**config.mk**
```make
export PLATFORM = sky130hd
export DESIGN_NAME = primogen_ctrl
export DESIGN_NICKNAME = d
export VERILOG_FILES = /design/src/rtl/primogen_ctrl_pkg.sv /design/src/rtl/primogen_ctrl_tick_gen.sv /design/src/rtl/primogen_ctrl.sv
export SDC_FILE = /design/constraint.sdc
export NUM_CORES = 1
export LEC_CHECK = 0
export ABC_AREA = 1
export CORE_UTILIZATION = 55
export DETAILED_ROUTE_END_ITERATION = 16
export GPL_TIMING_DRIVEN = 0
export PLACE_DENSITY = 0.79
export SLEW_MARGIN = 30
export SYNTH_ARGS = -nofsm -noshare
export SYNTH_HDL_FRONTEND = slang
export SYNTH_SLANG_ARGS = --single-unit
```
**constraint.sdc**
```tcl
create_clock -name clk -period 2.15 [get_ports clk]
set_input_delay 0.5375 -clock clk [delete_from_list [all_inputs] [get_ports clk]]
set_output_delay 0.5375 -clock clk [all_outputs]
set_load 0.005 [all_outputs]
```
**src/rtl/primogen_ctrl_pkg.sv**
```systemverilog
// Shared definitions for the primogen sequencer: state encoding and default widths.
package primogen_ctrl_pkg;

    localparam int DEFAULT_WIDTH = 16;

    typedef enum logic [2:0] {
        RESET_PG = 3'd0,
        IDLE     = 3'd1,
        ISSUE    = 3'd2,
        GUARD    = 3'd3,
        WAIT     = 3'd4
    } state_t;

endpackage

```
**src/rtl/primogen_ctrl_tick_gen.sv**
```systemverilog
// Free-running divider producing a one-cycle tick every DIV clocks.
module tick_gen #(
    parameter int DIV = 12000000
) (
    input  logic clk,
    input  logic rst,
    output logic tick
);

    localparam int CW = (DIV > 1) ? $clog2(DIV) : 1;
    localparam logic [CW-1:0] LAST = CW'(DIV - 1);

    logic [CW-1:0] cnt;

    always_ff @(posedge clk) begin
        if (rst) begin
            cnt <= '0;
        end else if (cnt == LAST) begin
            cnt <= '0;
        end else begin
            cnt <= cnt + 1'b1;
        end
    end

    assign tick = (cnt == LAST);

endmodule

```
**src/rtl/primogen_ctrl.sv**
```systemverilog
// Sequencer for one primogen generator: paces requests, guards the go handshake,
// publishes primes with a running index and re-resets the generator on error/timeout.
module primogen_ctrl
    import primogen_ctrl_pkg::*;
#(
    parameter int WIDTH      = DEFAULT_WIDTH,
    parameter int DIV        = 12000000,
    parameter int RST_CYCLES = 15,
    parameter int TIMEOUT    = 65535
) (
    input  logic             clk,
    input  logic             rst,
    input  logic             run,
    input  logic             step,
    output logic             pg_go,
    output logic             pg_rst,
    input  logic             pg_ready,
    input  logic             pg_error,
    input  logic [WIDTH-1:0] pg_res,
    output logic [WIDTH-1:0] prime,
    output logic             prime_valid,
    output logic [WIDTH-1:0] index,
    output logic             wrap,
    output logic             busy
);

    localparam int RCW = $clog2(RST_CYCLES + 1);
    localparam int TCW = $clog2(TIMEOUT + 1);
    localparam logic [RCW-1:0] RST_LAST  = RCW'(RST_CYCLES - 1);
    localparam logic [TCW-1:0] WAIT_LAST = TCW'(TIMEOUT - 1);

    state_t         state;
    logic           pending;
    logic           tick;
    logic [RCW-1:0] rst_cnt;
    logic [TCW-1:0] wait_cnt;

    tick_gen #(.DIV(DIV)) u_tick (
        .clk  (clk),
        .rst  (rst),
        .tick (tick)
    );

    // A step arriving in IDLE triggers immediately; otherwise it waits in the one-deep pending flag.
    always_ff @(posedge clk) begin
        if (rst) begin
            state       <= RESET_PG;
            pg_rst      <= 1'b1;
            pg_go       <= 1'b0;
            prime       <= '0;
            prime_valid <= 1'b0;
            index       <= '0;
            wrap        <= 1'b0;
            busy        <= 1'b1;
            pending     <= 1'b0;
            rst_cnt     <= '0;
            wait_cnt    <= '0;
        end else begin
            pg_go       <= 1'b0;
            prime_valid <= 1'b0;
            wrap        <= 1'b0;
            pending     <= pending | step;

            case (state)
                RESET_PG: begin
                    if (rst_cnt == RST_LAST) begin
                        state  <= IDLE;
                        pg_rst <= 1'b0;
                        busy   <= 1'b0;
                    end else begin
                        rst_cnt <= rst_cnt + 1'b1;
                    end
                end

                IDLE: begin
                    if ((pending | step | (run & tick)) && pg_ready) begin
                        state <= ISSUE;
                        pg_go <= 1'b1;
                        busy  <= 1'b1;
                    end
                end

                ISSUE: begin
                    pending <= step;
                    state   <= GUARD;
                end

                // The generator is still registering go here, so its status is stale.
                GUARD: begin
                    wait_cnt <= '0;
                    state    <= WAIT;
                end

                WAIT: begin
                    if (pg_error || (!pg_ready && wait_cnt == WAIT_LAST)) begin
                        wrap    <= 1'b1;
                        index   <= '0;
                        pg_rst  <= 1'b1;
                        rst_cnt <= '0;
                        state   <= RESET_PG;
                    end else if (pg_ready) begin
                        prime       <= pg_res;
                        prime_valid <= 1'b1;
                        index       <= index + 1'b1;
                        busy        <= 1'b0;
                        state       <= IDLE;
                    end else begin
                        wait_cnt <= wait_cnt + 1'b1;
                    end
                end

                default: begin
                    pg_rst  <= 1'b1;
                    busy    <= 1'b1;
                    rst_cnt <= '0;
                    state   <= RESET_PG;
                end
            endcase
        end
    end

endmodule

```
==> reports/qor.yml <==
fin_setup_tns_ns: 0
cts_inserted_buffers: 9
synth_top_family_by_area: "simple AND/OR/NAND/NOR gates"
wl_per_cell_um: 12.4
hold_buffers: 0
final_cells: 789
worstMarginPinSlew_ns: 0.510
power_mw: 3.10
synth-compound-area-share: 0.106
clkPwrFrac: 0.448
die_area_um2: 8120
post-dp-hpwl_um: 7190
synth-seq-cells: 85
slew_viol_final: 0
diodes: 0
maxCapViolations: 0
drive_above_1_share: 0.0826
slowest_delay_ns: 0.49
die_x_um: 90.1
synth_cell_type_count: 40
grt_pass1_wl_um: 17100
cpMaxStageDelayCell: "clkdlybuf4s50_1"
grt.total_usage: 0.256
grt_pass1_vias: 3832
synth_xor_area_frac: 0.0533
io_pins: 59
grt_overflow: 0
synthAdderAreaFrac: 0.0176
synth.area.mux_share: 0
postRouteAntennaNets: 0
hp-class: "reg -> reg"
drcViolationCount: 0
critical_path.top_delay_family: "buffers and inverters"
max_freq_mhz: 517
place.port_buffers: 57
netlist_area_um2: 4270
avgSynthCellArea_um2: 6.91
ff_latch_area_um2: 1700
initial_utilization: 0.579
cts.sinks: 85
ys_seq_area_frac: 0.399
yosysWarnings: 0
end_kind: "flip-flop"
p_int_mw: 2.47
path_buf_inv: 3
synth_edf_count: 0
fin_nets: 714
cts_max_level: 3
grt_max_degree: 14
synth_nets: 646
clk_pin_slew_ns: 0.09
synth_simple_gate_area_frac: 0.341
crit_path_frequent_cell: "nand2_1"
fin_crit_sh: 0.899
period_minus_slack_ns: 1.93
drt_iter0_drc: 193
netSwitchingPower_mw: 0.631
finalSetupViolations: 0
power_frac_comb: 0.037
fin_util: 0.708
fp.dieH_um: 90.1
ctsRootBufferMaster: "clkbuf_8"
vias: 4052
status: "finished clean"
multi_input_area_um2: 2210
worstPathRequired_ns: 2.39
area_growth_pct: 22.2
switching_share: 0.204
crit_path_max_fanout: 10
power.density_nw_per_um2: 594
synth_async_sr_flop_share: 0
rows: 31
cp.arrival_ns: 2.17
core-area_um2: 7370
ir_drop_uv: 373
worstSetupPathType: "in -> reg"
rsz0062_at_grt: "false"
relSlewSlack: 0.660
firstDrtPassIters: 7
p_leak_nw: 1.92
synthCells: 618
path_cells: "clkdlybuf4s50_1, inv_2, nand2_1, nor2_1, nand2_1, o21ai_4, o21ai_2, nand2_1, buf_2, o22ai_1"
hold_viol: 0
pwr-share-seq: 0.515
placed_cells: 774
worstSetupStartpointType: "input pin"
clock_latency_ns: 0.35
antenna_found_initial: 0
vias_per_cell: 5.14
fillers: 628
clock_path_buffers: 2
cts_tree: "yes"
gp_congestion: 0.900
skew_ns: 0.0100
synthFlopType: "dfxtp_1"
routed_wirelength_um: 9820
tightest hold or removal path, cell delays in order (launching register included):
cell and delay [ns]:
dfxtp_1 0.32, nand2_1 0.06, nand2_1 0.04
cell usage in the layout, fill, tap and decap left out, types with 2 or more instances in the layout:
cell type          n
clkdlybuf4s50_1   57
nor3b_1            2
nor3_1            13
or2_2              2
nand4_1            8
nor2_4             5
o21ai_0           32
nor2_1           103
xor2_1            21
bufinv_16          3
clkbuf_8          11
o22ai_1            7
clkbuf_1           7
dfxtp_1           85
xnor2_1            5
ha_1               5
o21ai_1            2
nand2_1          136
nor2_2             5
inv_1             69
nor4_1             3
buf_6              2
a21oi_2            2
nand3_1           38
a21oi_1           33
buf_2              5
inv_2              5
nand2_2            7
repair_timing:
action,in CTS,in global routing
resized for setup,0,2
setup buffers,0,0
endpoints found under the setup margin,0,4
layout make-up:
| type | count | area share |
|---|---|---|
| clock inverters | 4 | 0.0182 |
| well taps | 99 | 0.0238 |
| plain buffers | 15 | 0.0156 |
| clock buffers | 11 | 0.0290 |
| repair buffers | 57 | 0.109 |
| flip-flops and latches | 85 | 0.326 |
| multi-input cells | 444 | 0.424 |
| inverters | 74 | 0.0533 |
metrics by stage:
stage / setup slack (ns) / cell area [µm²] / hold WS, ns
floorplan: 0.564 / 4270 / 0.429
global placement: -0.0604 / 4960 / 0.435
detailed placement: -0.115 / 4960 / 0.439
CTS: 0.212 / 5210 / 0.457
global route: 0.00281 / 5220 / 0.496
finish: 0.218 / 5220 / 0.456
logic make-up after synthesis:
group                      Yosys count
and+or+nand+nor                    330
buffers and inverters               89
DFF                                 85
AOI/OAI and AO/OA                   82
xor gates and xnor gates            26
adders and majority gates            6
path summary, 6_finish.rpt:
path / startpoint / to / slack (ns) / cells past startpoint
setup / recovery: pg_ready / index[7] / 0.22 / 10
hold / removal: pg_rst / pg_rst / 0.46 / 2
setup reg to reg: u_tick.cnt[0] / state[0] / 0.26 / 12
hold reg to reg: pg_rst / pg_rst / 0.46 / 2
power by group through the flow:
stage | clock [mW] | sequential, mW | combinational (mW)
detailed placement | 0 | 1.63 | 0.113
finish | 1.39 | 1.59 | 0.115
CTS | 1.41 | 1.59 | 0.114
floorplan | 0 | 1.63 | 0.0575
global placement | 0 | 1.63 | 0.110
global route | 1.47 | 1.60 | 0.129
sequential cells by signal, indices dropped and copies added, names as in the netlist:
name / cells
u_tick.cnt: 24
index: 16
prime: 16
wait_cnt: 16
rst_cnt: 4
state: 3
busy: 1
pending: 1
pg_go: 1
pg_rst: 1
prime_valid: 1
wrap: 1
layer usage:
layer,up-vias,share of wire,track usage,wire length (µm)
met2,91,0.48,0.438,4730
met1,1849,0.46,0.323,4490
li1,2097,-,-,-
met5,-,0,0,0
met4,0,0.019,0.102,184
met3,15,0.042,0.0364,412
synth_stat cells (all sizes together) (5+ instances only):
| cell | instances | area [µm²] |
|---|---|---|
| ha | 6 | 75.1 |
| o21ai | 36 | 195 |
| xnor2 | 5 | 43.8 |
| dfxtp | 85 | 1700 |
| clkbuf | 7 | 26.3 |
| a21oi | 35 | 183 |
| o22ai | 7 | 43.8 |
| nor2 | 113 | 472 |
| nand3 | 39 | 200 |
| buf | 8 | 55.1 |
| nand4 | 9 | 62.6 |
| xor2 | 21 | 184 |
| nand2 | 144 | 566 |
| inv | 74 | 278 |
| nor3 | 14 | 75.1 |
Power figures use the tool's default switching activity.
